===== src/rtl/lut_loader_pkg.sv =====
// lut_loader_pkg: shared definitions for the LUT neuron loader.
//   state_t    - loader FSM states (EMPTY, LOAD, ACTIVE)
//   calc_beats - number of config beats that make up one full table image
package lut_loader_pkg;

  typedef enum logic [1:0] {
    EMPTY  = 2'd0,
    LOAD   = 2'd1,
    ACTIVE = 2'd2
  } state_t;

  // Beats per image: (2**in_bits) entries of out_bits each, cfg_w bits per beat.
  function automatic int unsigned calc_beats(input int unsigned in_bits,
                                             input int unsigned out_bits,
                                             input int unsigned cfg_w);
    return ((32'd1 << in_bits) * out_bits) / cfg_w;
  endfunction

endpackage


===== src/rtl/lut_neuron_loader_table.sv =====
// lut_table_ram: (2**IN_BITS) x OUT_BITS register table with one CFG_W-bit
// write port (one beat = CFG_W/OUT_BITS consecutive entries) and a registered
// read port. Optional readback port under LUT_NEURON_LOADER_READBACK_EN.
// Ports:
//   clk, rst          clock, async active-high reset (clears table and reads)
//   wr_en, wr_beat    write enable and beat index selecting the entry group
//   wr_data           packed entries, lowest entry in LSBs
//   rd_en, rd_addr    registered read request; rd_data holds when rd_en=0
//   rd_data           table[rd_addr] one cycle after rd_en
//   rb_addr, rb_data  (macro only) free-running registered readback
module lut_table_ram #(
  parameter int unsigned IN_BITS  = 6,
  parameter int unsigned OUT_BITS = 2,
  parameter int unsigned CFG_W    = 8,
  parameter int unsigned BEAT_W   = 4
) (
  input  logic                clk,
  input  logic                rst,
  input  logic                wr_en,
  input  logic [BEAT_W-1:0]   wr_beat,
  input  logic [CFG_W-1:0]    wr_data,
  input  logic                rd_en,
  input  logic [IN_BITS-1:0]  rd_addr,
  output logic [OUT_BITS-1:0] rd_data
`ifdef LUT_NEURON_LOADER_READBACK_EN
  ,
  input  logic [IN_BITS-1:0]  rb_addr,
  output logic [OUT_BITS-1:0] rb_data
`endif
);

  localparam int unsigned DEPTH = 2 ** IN_BITS;
  localparam int unsigned EPB   = CFG_W / OUT_BITS;

  logic [OUT_BITS-1:0] tbl [DEPTH];

  // Entry i belongs to beat i/EPB, at slot i%EPB within that beat.
  always_ff @(posedge clk or posedge rst) begin
    if (rst) begin
      for (int unsigned i = 0; i < DEPTH; i++) tbl[i] <= '0;
    end else if (wr_en) begin
      for (int unsigned i = 0; i < DEPTH; i++) begin
        if ((i / EPB) == 32'(wr_beat))
          tbl[i] <= wr_data[(i % EPB) * OUT_BITS +: OUT_BITS];
      end
    end
  end

  // Nonblocking read sees the table as it was before a same-edge write.
  always_ff @(posedge clk or posedge rst) begin
    if (rst)        rd_data <= '0;
    else if (rd_en) rd_data <= tbl[rd_addr];
  end

`ifdef LUT_NEURON_LOADER_READBACK_EN
  always_ff @(posedge clk or posedge rst) begin
    if (rst) rb_data <= '0;
    else     rb_data <= tbl[rb_addr];
  end
`endif

endmodule


===== src/rtl/lut_neuron_loader.sv =====
// lut_neuron_loader: streams a LUT image in CFG_W-bit beats into a table and
// serves single-cycle-latency lookups once a complete image is resident.
// Optional macro LUT_NEURON_LOADER_READBACK_EN adds rb_addr/rb_data.
// Ports:
//   clk, rst                     clock, async active-high reset
//   cfg_valid/cfg_ready          config beat handshake (cfg_ready always 1)
//   cfg_data, cfg_last           packed entries / final beat marker
//   M0, in_valid, in_ready       inference address handshake (ACTIVE only)
//   M1, out_valid                looked-up entry, one cycle after accept
//   loaded                       complete image resident (ACTIVE)
//   cfg_err                      sticky image length error
module lut_neuron_loader
  import lut_loader_pkg::*;
#(
  parameter int unsigned IN_BITS  = 6,
  parameter int unsigned OUT_BITS = 2,
  parameter int unsigned CFG_W    = 8
) (
  input  logic                clk,
  input  logic                rst,
  input  logic                cfg_valid,
  output logic                cfg_ready,
  input  logic [CFG_W-1:0]    cfg_data,
  input  logic                cfg_last,
  input  logic [IN_BITS-1:0]  M0,
  input  logic                in_valid,
  output logic                in_ready,
  output logic [OUT_BITS-1:0] M1,
  output logic                out_valid,
  output logic                loaded,
  output logic                cfg_err
`ifdef LUT_NEURON_LOADER_READBACK_EN
  ,
  input  logic [IN_BITS-1:0]  rb_addr,
  output logic [OUT_BITS-1:0] rb_data
`endif
);

  localparam int unsigned BEATS  = calc_beats(IN_BITS, OUT_BITS, CFG_W);
  localparam int unsigned BEAT_W = (BEATS > 1) ? $clog2(BEATS) : 1;
  localparam logic [BEAT_W-1:0] LAST_BEAT = BEAT_W'(BEATS - 1);

  state_t            state, state_n;
  logic [BEAT_W-1:0] cnt, cnt_n;
  logic              err_n;
  logic [BEAT_W-1:0] beat_idx;
  logic              beat_acc;
  logic              infer_acc;

  assign cfg_ready = 1'b1;
  assign in_ready  = (state == ACTIVE);
  assign loaded    = (state == ACTIVE);
  assign beat_acc  = cfg_valid && cfg_ready;
  assign infer_acc = in_valid && in_ready;

  // A beat arriving outside LOAD is beat 0 of a fresh image.
  assign beat_idx  = (state == LOAD) ? cnt : '0;

  always_ff @(posedge clk or posedge rst) begin
    if (rst) begin
      state   <= EMPTY;
      cnt     <= '0;
      cfg_err <= 1'b0;
    end else begin
      state   <= state_n;
      cnt     <= cnt_n;
      cfg_err <= err_n;
    end
  end

  always_comb begin
    state_n = state;
    cnt_n   = cnt;
    err_n   = cfg_err;
    if (beat_acc) begin
      if (beat_idx == LAST_BEAT) begin
        cnt_n = '0;
        if (cfg_last) begin
          state_n = ACTIVE;
          err_n   = 1'b0;
        end else begin
          state_n = EMPTY;
          err_n   = 1'b1;
        end
      end else if (cfg_last) begin
        state_n = EMPTY;
        cnt_n   = '0;
        err_n   = 1'b1;
      end else begin
        state_n = LOAD;
        cnt_n   = beat_idx + BEAT_W'(1);
      end
    end
  end

  always_ff @(posedge clk or posedge rst) begin
    if (rst) out_valid <= 1'b0;
    else     out_valid <= infer_acc;
  end

  lut_table_ram #(
    .IN_BITS  (IN_BITS),
    .OUT_BITS (OUT_BITS),
    .CFG_W    (CFG_W),
    .BEAT_W   (BEAT_W)
  ) u_table (
    .clk     (clk),
    .rst     (rst),
    .wr_en   (beat_acc),
    .wr_beat (beat_idx),
    .wr_data (cfg_data),
    .rd_en   (infer_acc),
    .rd_addr (M0),
    .rd_data (M1)
`ifdef LUT_NEURON_LOADER_READBACK_EN
    ,
    .rb_addr (rb_addr),
    .rb_data (rb_data)
`endif
  );

endmodule


===== config.mk =====
export PLATFORM = sky130hd
export DESIGN_NAME = lut_neuron_loader
export DESIGN_NICKNAME = d
export VERILOG_FILES = /design/src/rtl/lut_loader_pkg.sv /design/src/rtl/lut_neuron_loader_table.sv /design/src/rtl/lut_neuron_loader.sv
export SDC_FILE = /design/constraint.sdc
export NUM_CORES = 1
export LEC_CHECK = 0
export CAP_MARGIN = 20
export CORE_MARGIN = 8
export CORE_UTILIZATION = 60
export DETAILED_ROUTE_END_ITERATION = 10
export GPL_ROUTABILITY_DRIVEN = 0
export PLACE_DENSITY = 0.82
export SYNTH_ARGS = -nofsm -noshare
export SYNTH_HDL_FRONTEND = slang
export SYNTH_SLANG_ARGS = --single-unit

===== constraint.sdc =====
create_clock -name clk -period 5.5 [get_ports clk]
set_input_delay 0.55 -clock clk [delete_from_list [all_inputs] [get_ports clk]]
set_output_delay 0.55 -clock clk [all_outputs]
set_load 0.01 [all_outputs]

Yosys cells after proc, flatten, opt, wreduce, memory -nomap -nowiden
Index checks and enable logic that the tools add are counted.

storage, ports and cells
  register bits = 138
  input port bits = 19
  output and inout port bits = 7
  logic and storage cells = 122

cells by class
  add/subtract/negate cells = 1
  $lt $le $gt $ge = 1
  equal/unequal tests = 18
  muxes and demuxes = 12
  bitwise gates (word level) = 1
  reductions and logical operators = 20

operator list
  operator                                                         count
  2-bit AND reduction                                              17
  4-bit == test, first input constant                              8
  3-bit by 4-bit == test with 1-bit output, first input constant   4
  2-bit binary-select mux with 6-bit select                        1
  4-bit 2-to-1 mux                                                 3
  2-bit by 4-bit == test with 1-bit output, first input constant   2
  2-bit 2-to-1 mux                                                 4
  7-bit greater-or-equal comparator, second input constant         1
  6-bit NOT with 7-bit output                                      1
  4-bit by 1-bit adder with 4-bit output, second input constant    1
  1-bit by 4-bit == test with 1-bit output, first input constant   1
  4-bit == test, second input constant                             1
  4-bit logical NOT                                                1
  1-bit 2-to-1 mux                                                 4
  2-bit by 1-bit == test with 1-bit output, second input constant  1
  2-bit == test, second input constant                             1
  2-bit nonzero test                                               1
  1-bit logical AND                                                1

Logic depth before layout (Yosys ltp)
Gate-level depths: netlist of the first run.

  word-level depth = 5
  mapped depth = 8
  gate-level depth less buffers = 5

Cells and area by module
Synthesis of the first run repeated with hierarchy kept, for this count alone.

unflattened totals
  cells, all modules = 427
  area total of the unflattened synthesis = 6,497.5 µm²

modules (own cells, without submodules)
  module             instances  cells an instance  area an instance (µm²)  sequential area each (µm²)
  lut_table_ram      1          381                6,024.5                 3,253.1
  lut_neuron_loader  1          46                 473.0                   200.2

Worst setup path before layout of the first run
No wires, ideal clock.

  kind = input -> register
  from = input M0[0]
  to = register u_table.rd_data[0]
  library setup time = 0.133 ns
  data arrival time = 2.134 ns
  data required time = 5.367 ns
  slack = 3.233 ns
  stages on the path = 6
  buffers on the path = 2
  cells stage by stage = buf_2 clkbuf_1 mux4_2 mux2_2 o22ai_1 nor2_1

on the way
  word-level cells in the longest chain between the ends = 4

ends and longest elaborated chain
  what                                                 line                           text
  start: declaration                                   lut_neuron_loader.sv:25        input logic [IN_BITS-1:0] M0,
  6-bit NOT with 7-bit output (implied by the code)    lut_neuron_loader_table.sv:52  else if (rd_en) rd_data <= tbl[rd_addr];
  2-bit binary-select mux with 6-bit select            lut_neuron_loader_table.sv:52
  2-bit 2-to-1 mux (implied by the code) (2 in a row)  lut_neuron_loader_table.sv:52
  end signal: assignment                               lut_neuron_loader_table.sv:52
  end: declaration                                     lut_neuron_loader_table.sv:24  output logic [OUT_BITS-1:0] rd_data

Every way passes these cells. The select of a mux whose other input is x is not followed.
A chain may end at the register's enable or synchronous reset.

Final worst setup path of the first run
  from = input M0[2]
  to = register u_table.rd_data[0]

The elaborated chain is that of the path after synthesis.

==> flow_results.org, run 1 <==
** Outcome
- Status :: completed

** STA
- Worst Skew :: around 0.0066 ns
- Setup repair after global routing missed its margin :: false
- Total Neg Setup Slack :: 0 ns
- Based on the critical path, the design can be clocked at up to approximately 380 MHz.
- Final count of hold timing violations :: 0
- Setup violations remaining at the end of the flow were counted as 0.
- Measured against its own limit, the worst slew margin works out to 41.8%.
- The final number of max-transition violations came to 0.
- Hold slack :: between 0.2 and 0.3 ns
- The smallest clock period supported by the final layout is computed as 2.63 ns.
- For the pin with the worst max-slew slack, the measured transition is 0.871 ns.
- Final cycle utilization of the critical path :: 47.9%
- In the post-route analysis, the smallest setup slack over all paths is 2.87 ns.

** Setup path
- Traced cell by cell, the critical path runs through buf_2, buf_4, mux4_2, mux4_2, mux2_2, o22ai_1, nor2_1.
- Critical Path Start Type :: input port
- Required time at the endpoint of the critical path :: 5.90 ns
- At the worst endpoint, the arrival time is about 3.0 ns.
- Most used cell along the critical path :: mux4_2
- STA classifies the critical path endpoint as a flip-flop.
- By startpoint and endpoint, the worst setup path is classified as in2reg.
- The largest single stage delay on the critical path is 0.55 ns.
- The largest individual stage delay along the critical path comes from the cell mux4_2.
- Maximum net fanout on the critical path :: 28

** Power
- IR analysis of the VDD net gives a maximum drop of 219 µV.
- Dividing total power by cell area gives a power density of 350 nW/µm².
- Power comes to ~2500 µW.
- Leakage :: 0.00337 µW

** Routing
- The final layout contains routed wiring with a total length of 13200 µm.
- Detailed-route via count :: between 3k and 4k
- The first routing iteration left 384 violations.
- DR pass1 iterations :: 4
- Dividing the detail-routed wire length by the instance count gives approximately 22 µm.
- The detail route stage leaves a number of antenna-violating nets equal to 0.
- After detailed routing, the number of remaining DRC violations is 0.
- Using the TritonRoute via totals, the vias-per-cell ratio works out to around 6.4.

** Logic synthesis
- Of all cell types, the one taking the most synthesized area is dfrtp_1.
- Syn nets :: 457
- Portion of the post-synthesis area used by sequential elements :: 54.3%
- Yosys top cell area share :: 54.3%
- Averaged over all synthesized cells, the footprint is 14.5 µm².
- The Yosys step of the flow raised 0 warnings.
- Synthesized netlist cell count :: 438
- Number of register bits inferred by synthesis :: 138
- Cell area after technology mapping :: 6360 µm²
- Top post-synthesis cells by area :: dfrtp_1 54%, mux2_2 25%, mux4_2 9.9%, nor2b_1 1.5%, clkbuf_1 1.1%
- Yosys mapped the design onto 32 distinct sky130hd cell types.

** Clock tree
- TritonCTS buffer count :: 17
- Post-CTS Setup Bufs :: 0
- Clock tree from TritonCTS :: done
- The tree is rooted in a clkbuf_8.
- Clock tree buffer depth :: 2
- Number of gates resized after cts :: 0
- After clock tree synthesis, the clock-pin slew on the worst setup and hold paths is 0.06 ns.
- The clock drives 138 sinks.
- Clock latency on the worst-skew pair, taken at its later pin, is 0.53 ns.
- Htree depth :: 4
- After clock tree synthesis, the flow added hold-fix buffers numbering 0.

** Placement
- Detailed-placement wirelength estimate :: 8380 µm
- During placement, the flow inserted port buffers numbering 24.
- Prior to clock tree synthesis, the placed netlist has a worst setup slack of 2.13 ns.

** Floorplanning
- After floorplanning, the core was sized to cover 10300 µm².
- Die area :: 14200 µm²
- During I/O placement, the number of pins put on the boundary was 26.
- Die Height :: ~120 µm
- Chip width :: 119 µm
- Initial core utilization :: between 60% and 70%
- The floorplan has 37 rows.

** Finish
- Cells fill 70.5% of the core in the end.
- Final net count :: 478
- From synthesis to final layout, the design area changed by 14.3%.
- Of the cells placed in the final design, the portion with a size suffix greater than 1 is 43.9%.
- Inserted Diodes :: 0

** Global routing
- Largest net degree at the start of global routing :: 90
- The total overflow left after global routing is 0.
- The number of antenna violations at the first check in global routing came to 0.
- Vias in the first global route :: approximately 4.1k
- Global-route wire length before repair :: 21500 µm
- In the global route stage, overall resource usage came out at 19.5%.

** Flow run
- The tool flagged a number of max-cap violations equal to 0.

** Min path
- Class of the tightest hold or removal check :: in2async
## where the power goes
part	internal, µW	switching, µW	total (µW)	leakage (µW)
registers	1130	65.2	1190	0.00186
logic	166	123	289	0.00123
clock network	654	406	1060	0.000273
total	1950	594	2540	0.00337
## synth_stat cells
| library cell | number |
|---|---|
| a2111oi_0 | 4 |
| a211oi_1 | 6 |
| a21oi_1 | 5 |
| a22oi_1 | 2 |
| a31oi_1 | 1 |
| and2_1 | 1 |
| and3_1 | 1 |
| buf_2 | 5 |
| buf_4 | 3 |
| clkbuf_1 | 19 |
| conb_1 | 1 |
| dfrtp_1 | 138 |
| inv_1 | 5 |
| mux2_1 | 1 |
| mux2_2 | 139 |
| mux4_2 | 28 |
| nand2_1 | 16 |
| nand2b_1 | 5 |
| nand3_1 | 5 |
| nand4_1 | 1 |
| nor2_1 | 10 |
| nor2_2 | 2 |
| nor2b_1 | 15 |
| nor3_1 | 4 |
| nor3_2 | 2 |
| nor3b_1 | 1 |
| nor4_1 | 3 |
| o21ai_0 | 4 |
| o21ai_1 | 1 |
| o22ai_1 | 7 |
| o31ai_1 | 2 |
| or3_1 | 1 |
## path summary, 6_finish.rpt
path / from / depth (start not counted) / endpoint / slack [ns]
max: M0[2] / 7 / u_table.rd_data[0]$_DFFE_PP0P_ / 2.87
min: rst / 2 / u_table.tbl[105]$_DFFE_PP0P_ / 0.29
max reg2reg: state[1]$_DFFE_PP0P_ / 4 / u_table.tbl[33]$_DFFE_PP0P_ / 3.15
min reg2reg: u_table.tbl[124]$_DFFE_PP0P_ / 1 / u_table.tbl[124]$_DFFE_PP0P_ / 0.50
max in group asynchronous: rst / 4 / u_table.tbl[58]$_DFFE_PP0P_ / 3.96
min in group clk: u_table.tbl[124]$_DFFE_PP0P_ / 1 / u_table.tbl[124]$_DFFE_PP0P_ / 0.50
## layout make-up
class / instances / area (µm²)
clock buffers: 24 / 490
clock inverters: 7 / 65.1
fillers: 635 / 3050
inverters: 5 / 21.3
multi-input cells: 268 / 2770
flip-flops and latches: 138 / 3450
well taps: 136 / 170
repair buffers: 29 / 300
## cells by family after synthesis
group | share of synthesized area, %
other | 0.0589
AO/OA/AOI/OAI | 3.30
buffers and inverters | 2.16
multiplexers | 34.7
AND/OR/NAND/NOR | 5.53
flip-flops | 54.3
## worst max-delay path: cells and delay by family
family | cells | cell delay [ns]
simple gates | 1 | 0.06
buf+inv | 2 | 0.95
compound gates | 1 | 0.18
mux | 3 | 1.29
## stage by stage
step | cells | cell area, µm²
final | 607 | 7270
after global routing | 607 | 7270
after CTS | 605 | 7230
after detailed placement | 574 | 6680
after global placement | 574 | 6680
after floorplan | 438 | 6360
## state kept, by name, indices dropped and copies added (netlist names)
signal	cells
cnt	4
out_valid	1
u_table.tbl	128
u_table.rd_data	2
cfg_err	1
state	2
## layer usage
layer  up-vias  routed length [µm]  global-route usage (%)
li1       1664                   -                       -
met1      2049                5430                    24.7
met2       116                6590                    30.9
met3        26                 915                    4.82
met4         0                 275                    9.64
met5         -                   0                       0
## cells in the final DEF, fill, tap and decap left out, types with 2 or more instances in the layout
cell / synthesis / final
o31ai_1: 2 / 2
nor2_1: 10 / 10
clkbuf_16: 0 / 16
nor2b_1: 15 / 15
buf_4: 3 / 3
a21oi_1: 5 / 5
nor2_2: 2 / 2
nand2_1: 16 / 16
nor3_2: 2 / 2
nand3_1: 5 / 5
a2111oi_0: 4 / 4
nor4_1: 3 / 3
a22oi_1: 2 / 2
mux2_2: 139 / 139
nand2b_1: 5 / 5
a211oi_1: 6 / 6
inv_1: 5 / 4
o22ai_1: 7 / 7
dfrtp_1: 138 / 138
o21ai_0: 4 / 4
clkdlybuf4s50_1: 0 / 23
mux4_2: 28 / 28
nor3_1: 4 / 4
clkbuf_1: 19 / 2
clkinvlp_4: 0 / 2
clkbuf_8: 0 / 6
clkinv_2: 0 / 4
No activity file was read; power rests on OpenSTA's default activity.
==> inputs of run 2 (changes only) <==
CORE_UTILIZATION = 55   (was 60)
PLACE_DENSITY = 0.79   (was 0.82)
clock period = 2.2 ns   (was 5.5 ns; I/O delays follow)
==> flow_results.org, run 2 (synthesis results as in run 1) <==
** Outcome
- Status :: completed (unchanged)

** Finish
- Largest registers :: u_table.tbl (128), cnt (4) (unchanged)
- Relative area change from synthesis to final layout :: 19.0% (was 14.3%)
- Most frequent cells in the layout: 139 x mux2_2, 138 x dfrtp_1, 28 x mux4_2, 24 x buf_4, 23 x clkdlybuf4s50_1 (was 139 x mux2_2, 138 x dfrtp_1, 28 x mux4_2, 23 x clkdlybuf4s50_1).
- The total number of nets in the final design was 504 (was 478).
- The top register by number of flip-flops was u_table.tbl (unchanged).
- Share of layout cells above drive strength 1 :: 47.4% (was 43.9%)
- Flip-flop count of the largest register after layout :: 128 (unchanged)
- Most common cell after layout, fill and taps aside :: mux2_2 (unchanged)
- The share of the core filled with cells came to 66.6% (was 70.5%).
- Inserted Diodes :: 0 (unchanged)

** Routing
- DR vias/cell :: 6.12 (was 6.35)
- Drc violations :: 0 (unchanged)
- Final routed wirelength across all metal layers :: 14000 µm (was 13200 µm)
- The average wire per cell in the routed design is 21.9 µm (was 21.8 µm).
- Detailed-route via count :: 3920 (was 3855)
- The violation count after the first detailed-route iteration came to 361 (was 384).
- Antenna Violating Nets Remaining :: 0 (unchanged)
- The number of iterations in the first detailed-routing pass came to 5 (was 4).

** Clock tree
- Cell at the root of the clock tree :: clkbuf_16 (was clkbuf_8)
- The level count of the clock H-tree is 4 (unchanged).
- The number of hold buffers added after CTS came to 0 (unchanged).
- The number of cells upsized or downsized after cts is 0 (unchanged).
- The clock transition at the register clock pins on the worst setup and hold paths after CTS was 0.06 ns (about the same).
- The clock insertion delay at the later pin of the skew report was 0.41 ns (was 0.53 ns).
- The buffers inserted during post-CTS setup optimization was 0 (unchanged).
- Clock tree from TritonCTS :: done (unchanged)
- TritonCTS buffer count :: 17 (unchanged)
- The number of clock sinks is 138 (unchanged).
- The buffer levels on the longest clock path came to 2 (unchanged).

** Power
- The worst vdd rail ir drop came to 582 µV (was 219 µV).
- Leakage :: 0.00352 µW (was 0.00337 µW)
- Power, Total :: 6560 µW (was 2540 µW)
- The power per cell area was 867 nW/µm² (was 350 nW/µm²).

** Global routing
- Remaining global-route overflow :: 0 (unchanged)
- The first-pass GRT wire length was 23100 µm (was 21500 µm).
- Vias in the first global route :: 4253 (was 4054)
- Initial antenna violation count :: 0 (unchanged)
- Largest net degree at the start of global routing :: 38 (was 90)
- The global routing usage summed across all routing layers is 20.1% (was 19.5%).

** Placement
- Port bufs :: 24 (unchanged)
- The detailed-placement wirelength estimate is 9240 µm (was 8380 µm).
- The worst setup slack before clock tree synthesis is -0.172 ns (was 2.13 ns).

** Setup path
- Critical Path Start Type :: flip-flop (was input port)
- Worst-path cell chain: nand2b_1, or3_1, nor3_2, buf_4, mux2_2 (was buf_2, buf_4, mux4_2, mux4_2, mux2_2, o22ai_1, nor2_1).
- Buffering stage count on the worst path with inverters included :: 1 (was 2)
- Kind of end point of the critical path :: flip-flop (unchanged)
- Required time at the endpoint of the critical path :: 2.49 ns (was 5.90 ns)
- Slowest library cell on the worst path :: or3_1 (was mux4_2)
- The biggest fanout along the worst timing path came to 8 (was 28).
- Family of cells with the greatest summed delay on the critical path :: simple AND/OR/NAND/NOR gates (was multiplexers)
- Critical setup path kind :: reg2reg (was in2reg)
- The biggest cell delay along the critical path came to 0.49 ns (was 0.55 ns).
- The signal arrival time at the worst endpoint is 2.28 ns (was 3.03 ns).

** STA
- Final Max Tran Viols :: 0 (unchanged)
- The headroom to the max-slew limit was 55.0% (was 41.8%).
- Minimum clock period after layout :: 1.99 ns
- Max Clk Rate :: between 500 and 600 MHz
- The hold violation total from the final report came to 0 (unchanged).
- Final cycle utilization of the critical path :: roughly nine tenths
- Setup-failing EPs final :: 0 (unchanged)
- Setup repair after global routing missed its margin: false (unchanged).
- Min setup slack post-route :: 0.214 ns (was 2.87 ns)
- Slew at the pin closest to its max-slew limit :: 0.673 ns (was 0.871 ns)
- Worst Skew :: 0.00538 ns (was 0.00656 ns)

** Min path
- The worst min-delay path category was in2async (unchanged).

** Flow run
- The total of max-cap violations was 0 (unchanged).

** Floorplanning
- Chip width :: 124 µm (was 119 µm)
- Row count :: 39 (was 37)
- The die span in y came to 124 µm (was 119 µm).
- The die outline area came to 15300 µm² (was 14200 µm²).
- The core outline area was 11400 µm² (was 10300 µm²).
- The effective utilization at floorplan was 56.0% (was 61.6%).
- Ports :: 26 (unchanged)
## run 2: where the power goes
group          total (µW)  switching [µW]  internal (µW)
combinational         766             322            444
sequential           2990             168           2820
clock                2810            1060           1750
## run 2: worst paths after layout
kind / from / to / cells past startpoint / slack (ns)
max: state[1]$_DFFE_PP0P_ / u_table.tbl[58]$_DFFE_PP0P_ / 5 / 0.21
min: rst / u_table.tbl[70]$_DFFE_PP0P_ / 2 / 0.23
max reg2reg: state[1]$_DFFE_PP0P_ / u_table.tbl[58]$_DFFE_PP0P_ / 5 / 0.21
min reg2reg: u_table.tbl[23]$_DFFE_PP0P_ / u_table.tbl[23]$_DFFE_PP0P_ / 1 / 0.50
max in group asynchronous: rst / u_table.tbl[61]$_DFFE_PP0P_ / 3 / 1.23
min in group clk: in_valid / out_valid$_DFF_PP0_ / 2 / 0.50
## run 2: metal layers
layer  up-vias  global-route usage, %  wire length [µm]
li1       1721                      -                 -
met4         0                   8.05               231
met3        18                   4.38               701
met5         -                      0                 0
met1      2084                   25.9              6120
met2        97                   32.7              6980
## run 2: per-stage QoR
step / setup TNS (ns) / cells / instance area [µm²] / hold WS (ns)
floorplan: 0 / 438 / 6370 / 0.332
global placement: -0.276 / 609 / 6980 / 0.474
detailed placement: -0.300 / 609 / 6980 / 0.487
CTS: 0 / 641 / 7570 / 0.238
global route: 0 / 641 / 7570 / 0.270
finish: 0 / 641 / 7570 / 0.229
## run 2: layout make-up
cell class              instances  area (µm²)
clock inverters                12         123
well taps                     143         179
clock buffers                  20         467
flip-flops and latches        138        3450
repair buffers                 55         556
inverters                       5        22.5
multi-input cells             268        2770
fillers                       782        3800
==> inputs of run 3 (changes only) <==
MAX_ROUTING_LAYER = met4   (was unset)
==> flow_results.org, run 3 (synthesis results as in run 1) <==
** Outcome
- Status: completed (unchanged).

** STA
- The transition at the pin with the smallest max-transition slack was 0.672 ns (was 0.673 ns).
- Final Max Tran Viols :: 0 (unchanged)
- Setup repair after global routing missed its margin :: false (unchanged)
- The clock period minus final worst setup slack is 1.99 ns (about the same).
- The hold violation total from the final report was 0 (unchanged).
- The count of final setup violators was 0 (unchanged).
- Final cycle utilization of the critical path :: 90.3% (about the same)
- Total Neg Setup Slack :: 0 ns (unchanged)
- Hold slack :: 0.230 ns (was 0.229 ns)
- Relative slew slack :: 55.0% (about the same)
- Max Clk Rate :: 504 MHz (about the same)
- The worst clock skew is 0.0102 ns (was 0.00538 ns).

** Global routing
- The number of antenna violations at the first check in global routing is 0 (unchanged).
- The via count of the first global-routing pass was 4261 (was 4253).
- The overflow left after global routing came to 0 (unchanged).
- The pin count of the biggest net entering global routing came to 38 (unchanged).
- The global routing usage summed across all routing layers was 20.7% (was 20.1%).
- Global-route wire length before repair :: 23100 µm (about the same)

** Floorplanning
- The core outline area was 11400 µm² (unchanged).
- The die outline area was 15300 µm² (unchanged).
- The effective utilization at floorplan was 56.0% (unchanged).
- Chip width :: 124 µm (unchanged)
- The site row count was 39 (unchanged).
- The die span in y came to 124 µm (unchanged).
- Ports :: 26 (unchanged)

** Flow run
- The total of max-cap violations is 0 (unchanged).

** Finish
- Area taken by flip-flops and latches :: 3450 µm² (unchanged)
- Largest registers :: u_table.tbl (128), cnt (4) (unchanged)
- Most frequent cells in the layout: 139 x mux2_2, 138 x dfrtp_1, 28 x mux4_2, 24 x buf_4, 23 x clkdlybuf4s50_1 (unchanged).
- The fraction of final layout cells with drive strength greater than 1 was 47.4% (unchanged).
- The count of filler cells inserted in the layout was 782 (unchanged).
- Register with the highest flop count :: u_table.tbl (unchanged)
- Filler-free cell count of the finished design :: 641 (unchanged)
- The area growth from synthesis to final layout is 19.0% (unchanged).
- The total number of nets in the final design was 504 (unchanged).
- The combined area of the multi-input logic cells is 2770 µm² (unchanged).
- Flip-flop count of the largest register after layout :: 128 (unchanged)
- The summed area of non-filler cells in the final layout came to 7570 µm² (unchanged).
- The most frequent standard cell in the layout excluding fill and tap cells is mux2_2 (unchanged).
- The number of antenna repair diodes is 0 (unchanged).

** Clock tree
- Clock transition at the registers of the reported paths :: 0.06 ns (about the same)
- The number of clock sinks is 138 (unchanged).
- Number of gates resized after cts :: 0 (unchanged)
- Htree depth :: 4 (unchanged)
- Cell at the root of the clock tree :: clkbuf_16 (unchanged)
- The clock insertion delay at the later pin of the skew report is 0.41 ns (about the same).
- The buffers inserted during post-CTS setup optimization came to 0 (unchanged).
- The TritonCTS buffer count came to 17 (unchanged).
- The CTS tree is done (unchanged).
- The number of hold buffers added after CTS came to 0 (unchanged).
- Clock tree buffer depth :: 2 (unchanged)

** Setup path
- The signal arrival time at the worst endpoint came to 2.28 ns (about the same).
- The type of the worst setup path is reg2reg (unchanged).
- The required time of the critical path came to 2.49 ns (about the same).
- Critical Path Start Type :: flip-flop (unchanged)
- The kind of end point of the critical path was a flip-flop (unchanged).
- Maximum net fanout on the critical path :: 8 (unchanged)

** Power
- Worst VDD drop :: 575 µV (was 582 µV)
- The power per cell area was 866 nW/µm² (was 867 nW/µm²).
- Leakage :: 0.00352 µW (unchanged)

** Routing
- The average vias per placed instance came to 6.11 (was 6.12).
- The number of iterations in the first detailed-routing pass came to 5 (unchanged).
- The remaining design rule violation count is 0 (unchanged).
- Detailed router's first-iteration violation count :: 368 (was 361)
- Mean routed wirelength per cell :: 21.9 µm (about the same)
- The final antenna-violating net count is 0 (unchanged).
- Final routed wirelength across all metal layers :: 14100 µm (was 14000 µm)
- The total via count in the routed design came to 3918 (was 3920).

** Min path
- Class of the tightest hold or removal check :: in2async (unchanged)

** Placement
- The quantity of I/O buffers inserted on ports came to 24 (unchanged).
- The placed instance count was 609 (unchanged).
- The area of placed instances is 6980 µm² (unchanged).
- Detailed-placement wirelength estimate :: 9240 µm (unchanged)
-- run 3: through the flow --
step / total power [µW] / util, % / setup WS, ns
global placement: 3730 / 61.4 / -0.152
CTS: 6590 / 66.6 / 0.217
finish: 6560 / 66.6 / 0.214
global route: 6800 / 66.6 / 0.113
floorplan: 3520 / - / 0.250
detailed placement: 3780 / 61.4 / -0.172
-- run 3: per-layer routing --
layer / vias up / share of wire [%] / global-route usage (%) / wire [µm]
met5: - / 0 / - / 0
met4: 0 / 1.5 / 8.05 / 209
met3: 15 / 4.8 / 4.34 / 668
met2: 112 / 50 / 32.6 / 7040
met1: 2075 / 44 / 25.9 / 6140
li1: 1716 / - / - / -
-- run 3: critical path, cell delays in order (launching register included) --
cell      delay, ns
dfrtp_1        0.41
nand2b_1       0.24
or3_1          0.48
nor3_2         0.16
buf_4          0.22
mux2_2         0.36
-- run 3: layout make-up --
cell class                      count  share of cell area [%]
Timing Repair Buffer               55                    7.34
Tap cell                          143                    2.36
Multi-Input combinational cell    268                    36.6
Clock inverter                     12                    1.62
Inverter                            5                   0.297
Clock buffer                       20                    6.16
Sequential cell                   138                    45.6
-- run 3: worst paths after layout --
check | startpoint | to | slack (ns) | cells past startpoint
worst max-delay path | state[1]$_DFFE_PP0P_ | u_table.tbl[58]$_DFFE_PP0P_ | 0.21 | 5
worst min-delay path | rst | u_table.tbl[68]$_DFFE_PP0P_ | 0.23 | 2
worst max register to register | state[1]$_DFFE_PP0P_ | u_table.tbl[58]$_DFFE_PP0P_ | 0.21 | 5
worst min register to register | u_table.tbl[2]$_DFFE_PP0P_ | u_table.tbl[2]$_DFFE_PP0P_ | 0.50 | 1
max in group asynchronous | rst | u_table.tbl[117]$_DFFE_PP0P_ | 1.24 | 3
min in group clk | in_valid | out_valid$_DFF_PP0_ | 0.50 | 2
-- run 3: report_power, final --
group | switching, µW | total, µW | internal (µW)
registers | 168 | 2990 | 2820
clock network | 1060 | 2800 | 1750
logic | 322 | 765 | 444
total | 1550 | 6560 | 5010
==> variant 1, RTL diff (flow settings as in run 2) <==
Put one more register stage on the output `cfg_err`, with the module's reset. The value now appears one clock later. The other outputs are not delayed to match.
--- a/src/rtl/lut_neuron_loader.sv
+++ b/src/rtl/lut_neuron_loader.sv
@@ -40,6 +40,8 @@
   localparam int unsigned BEAT_W = (BEATS > 1) ? $clog2(BEATS) : 1;
   localparam logic [BEAT_W-1:0] LAST_BEAT = BEAT_W'(BEATS - 1);
 
+  logic cfg_err_s0;
+
   state_t            state, state_n;
   logic [BEAT_W-1:0] cnt, cnt_n;
   logic              err_n;
@@ -60,18 +62,18 @@
     if (rst) begin
       state   <= EMPTY;
       cnt     <= '0;
-      cfg_err <= 1'b0;
+      cfg_err_s0 <= 1'b0;
     end else begin
       state   <= state_n;
       cnt     <= cnt_n;
-      cfg_err <= err_n;
+      cfg_err_s0 <= err_n;
     end
   end
 
   always_comb begin
     state_n = state;
     cnt_n   = cnt;
-    err_n   = cfg_err;
+    err_n   = cfg_err_s0;
     if (beat_acc) begin
       if (beat_idx == LAST_BEAT) begin
         cnt_n = '0;
@@ -119,5 +121,13 @@
 `endif
   );
 
+  always_ff @(posedge clk or posedge rst) begin
+    if (rst) begin
+      cfg_err <= '0;
+    end else begin
+      cfg_err <= cfg_err_s0;
+    end
+  end
+
 endmodule
 
Behaviour: not the same (a bounded check fails within 4 cycles, from zero or initial values and one cycle with rst high).
==> variant 1 against run 2 <==
- clock skew grew 0.78 ps
- total power grew 6.1%
- routed wire length grew 1.6%
- synthesized area grew 0.39%
- global-route usage grew 0.17 points
- first-iteration DRC count grew 14%
- die area grew 0.34%
- cell count shrank 0.62%
- design area grew 1.1%
- utilization grew 0.70 points
- largest cell class unchanged
- sequential cell count grew 1
- highest routed layer unchanged
- setup slack lost 27 ps
- sequential share of layout area shrank 0.15 points
==> variant 1: results <==
cells_and_area:
  nNonClkBuffers: 52
  drive_gt1_share_pct: 46.8
  seq_share_pct: 45.5
  multi_input_area_share_pct: 36.3
  top_regs: "u_table.tbl: 128 flops, cnt: 4 flops"
  clock_area_share_pct: 8.52
  num-clock-buffers: 18
  buffer_area_share_pct: 7.13
  fillers: 760
  area_delta_synth_final_pct: 19.8
synthesis:
  synth_area_per_cell_sq_um: 14.6
  ys_ff_latch: 139
  yosys-top-cells-count: "139 x dfrtp_1, 139 x mux2_2, 28 x mux4_2"
  muxShareOfSynthArea_pct: 34.5
  synth_compound_area_share_pct: 3.29
  synth.area.top_cells: "dfrtp_1 54%, mux2_2 25%, mux4_2 9.9%"
  synth_nets: 458
  yosysSeqAreaShare_pct: 54.4
drt:
  wl_met2_microns: 7150
  m1WireLength_microns: 6000
  met3_length_microns: 829
  wl_per_cell_microns: 22.4
  drt_iter0_markers: 410
  first_pass_iters: 4
  vias: 3906
global_routing:
  use_met3_pct: 4.17
  grt_usage_pct: 20.3
  use_met2_pct: 33.3
  grt_use_met1_pct: 25.7
  grt_pass1_vias: 4302
  grt_max_degree: 49
power:
  pg_comb_uw: 768
  clk-power_uw: 3170
  switching_share_pct: 22.6
  p_leak_uw: 0.00355
placement:
  placed_cell_area_sq_mm: 0.00700
  dp_hpwl_microns: 9020
worst_setup_path:
  r2r_start: "u_table.tbl[71]"
  cp-startpoint: "M0[0]"
  crit_fanout: 10
  crit_end: "u_table.rd_data[1]"
sta:
  finalClockSkew_ps: 6.15
run_status:
  status: "complete, no violations"
==> variant 1: cell types whose count changed after synthesis <==
cell and change:
dfrtp_1 +1
==> variant 1: cells by family (layout without fill, tap and decap cells) <==
group                  Yosys count  after routing
AOI/OAI and AO/OA               32             32
and+or+nand+nor                 67             67
DFF                            139            139
muxes                          168            168
buffers and inverters           32             87
other                            1              1
==> variant 1: worst max-delay path, cell delays in order <==
cell             delay (ps)
clkdlybuf4s50_1         500
buf_12                  150
mux4_2                  500
a22oi_1                 190
nand3_1                 120
a2111oi_0               490
nor2_1                  110
==> variant 1: stage by stage <==
stage	instances	power, uW	setup TNS, ps	utilization (%)	setup slack [ps]
2_1_floorplan	439	3540	0	-	245
3_3_place_gp	607	3750	-392	61.5	-213
3_5_place_dp	607	3800	-397	61.5	-230
4_1_cts	637	6990	0	67.3	231
5_1_grt	637	7180	0	67.3	92.8
6_report	637	6960	0	67.3	187
==> variant 2, RTL diff (settings of run 2) <==
Made on the original files. Add a define of `LUT_NEURON_LOADER_READBACK_EN`.
--- a/src/rtl/lut_neuron_loader_table.sv
+++ b/src/rtl/lut_neuron_loader_table.sv
@@ -8,6 +8,8 @@
 //   rd_en, rd_addr    registered read request; rd_data holds when rd_en=0
 //   rd_data           table[rd_addr] one cycle after rd_en
 //   rb_addr, rb_data  (macro only) free-running registered readback
+`define LUT_NEURON_LOADER_READBACK_EN
+
 module lut_table_ram #(
   parameter int unsigned IN_BITS  = 6,
   parameter int unsigned OUT_BITS = 2,
Interface: changed (added rb_addr and rb_data); port bits go from 26 to 34. No check against the original RTL was run, so the function may have changed too.
==> variant 2 against run 2 <==
- fmax down 7.5%
- sequential cell count rose by 2
- setup slack worse by 160 ps
- cell count up 19%
- via count is 28% higher
- clock skew up 1.8 ps
- routed wire length rose by 38%
- design area increased by 17%
- total power up 6.4%
- synthesized area increased by 18%
- critical path type unchanged
- critical endpoint is now u_table.rd_data[1]
- largest power group unchanged
==> variant 2: results <==
cells_and_area:
  nNonClkBuffers: 82
  area_delta_synth_final_pct: 18.3
  drive_gt1_share_pct: 47.1
  fillers: 935
  top_regs: "u_table.tbl: 128 flops, cnt: 4 flops"
  fin_nets: 599
  clock_area_share_pct: 6.54
  fin_cells: 762
  buffer_area_share_pct: 8.45
  num-nonclk-inverters: 6
  multi_input_cells: 327
  multi_input_area_share_pct: 42.7
run_status:
  status: "complete, no violations"
placement:
  placed_cell_area_sq_mm: 0.00827
  portBuffers: 32
  dp_hpwl_microns: 13400
  dp.cells: 730
  place_ws_ps: -347
sta:
  finalClockSkew_ps: 7.13
  tightest_slew_ps: 833
  worst_slack_ps: 53.1
  hold_ws_ps: 346
worst_setup_path:
  arrival_ps: 2460
  crit_family: "multiplexers"
  worst_path_max_delay_cell: "mux4_1"
  crit_fanout: 3
  r2r-end: "u_table.rd_data[1]"
drt:
  vias_per_cell: 6.57
  totalWireLength_microns: 19400
  drt_iter0_markers: 421
  met3_length_microns: 1300
  wl_met2_microns: 9810
power:
  peakVddDrop_mv: 0.498
  p_leak_uw: 0.00404
cts:
  cts-root-buf: "clkbuf_16"
  clock_latency_ps: 430
  clkSinkCount: 140
synthesis:
  ys_types: 42
  synth_area_per_cell_sq_um: 14.6
  yosysSeqAreaShare_pct: 46.8
  yosys-top-cells-count: "140 x dfrtp_1, 130 x mux2_2, 60 x mux4_2"
  synth.area.top_cells: "dfrtp_1 47%, mux2_2 20%, mux4_2 18%"
  synth_nets: 536
global_routing:
  use_met3_pct: 6.70
  grt_max_degree: 141
  use_met2_pct: 37.9
  grt_use_met1_pct: 27.8
  grt_usage_pct: 23.1
  grt_antenna_before_repair: 1
  grt_pass1_wl_microns: 30700
  grt_pass1_vias: 5396
==> variant 2: cell types whose count changed in the layout (fill, tap and decap cells not counted), moves of 4 or more <==
cell	change
o22ai_1	-4
buf_4	+21
mux2_2	-9
a21oi_1	+4
clkinvlp_4	-4
mux4_2	+33
mux2i_1	+25
nand2_1	+6
a2111oi_0	-4
nor2b_1	-5
clkdlybuf4s50_1	+7
==> variant 2: cells by family (layout without fill, tap and decap cells) <==
| kind of cell | after synthesis | count (layout) | share of synthesized area (%) |
|---|---|---|---|
| other | 1 | 1 | 0.0501 |
| AOI/OAI and AO/OA | 35 | 35 | 3.19 |
| and+or+nand+nor | 72 | 72 | 4.88 |
| buffers and inverters | 44 | 119 | 2.72 |
| DFF | 140 | 140 | 46.8 |
| muxes | 219 | 219 | 42.4 |
==> variant 2: report_power, final <==
group          internal [uW]  total, uW  switching [uW]
registers               2850       3080             232
clock network           1770       2820            1050
logic                    628       1080             450
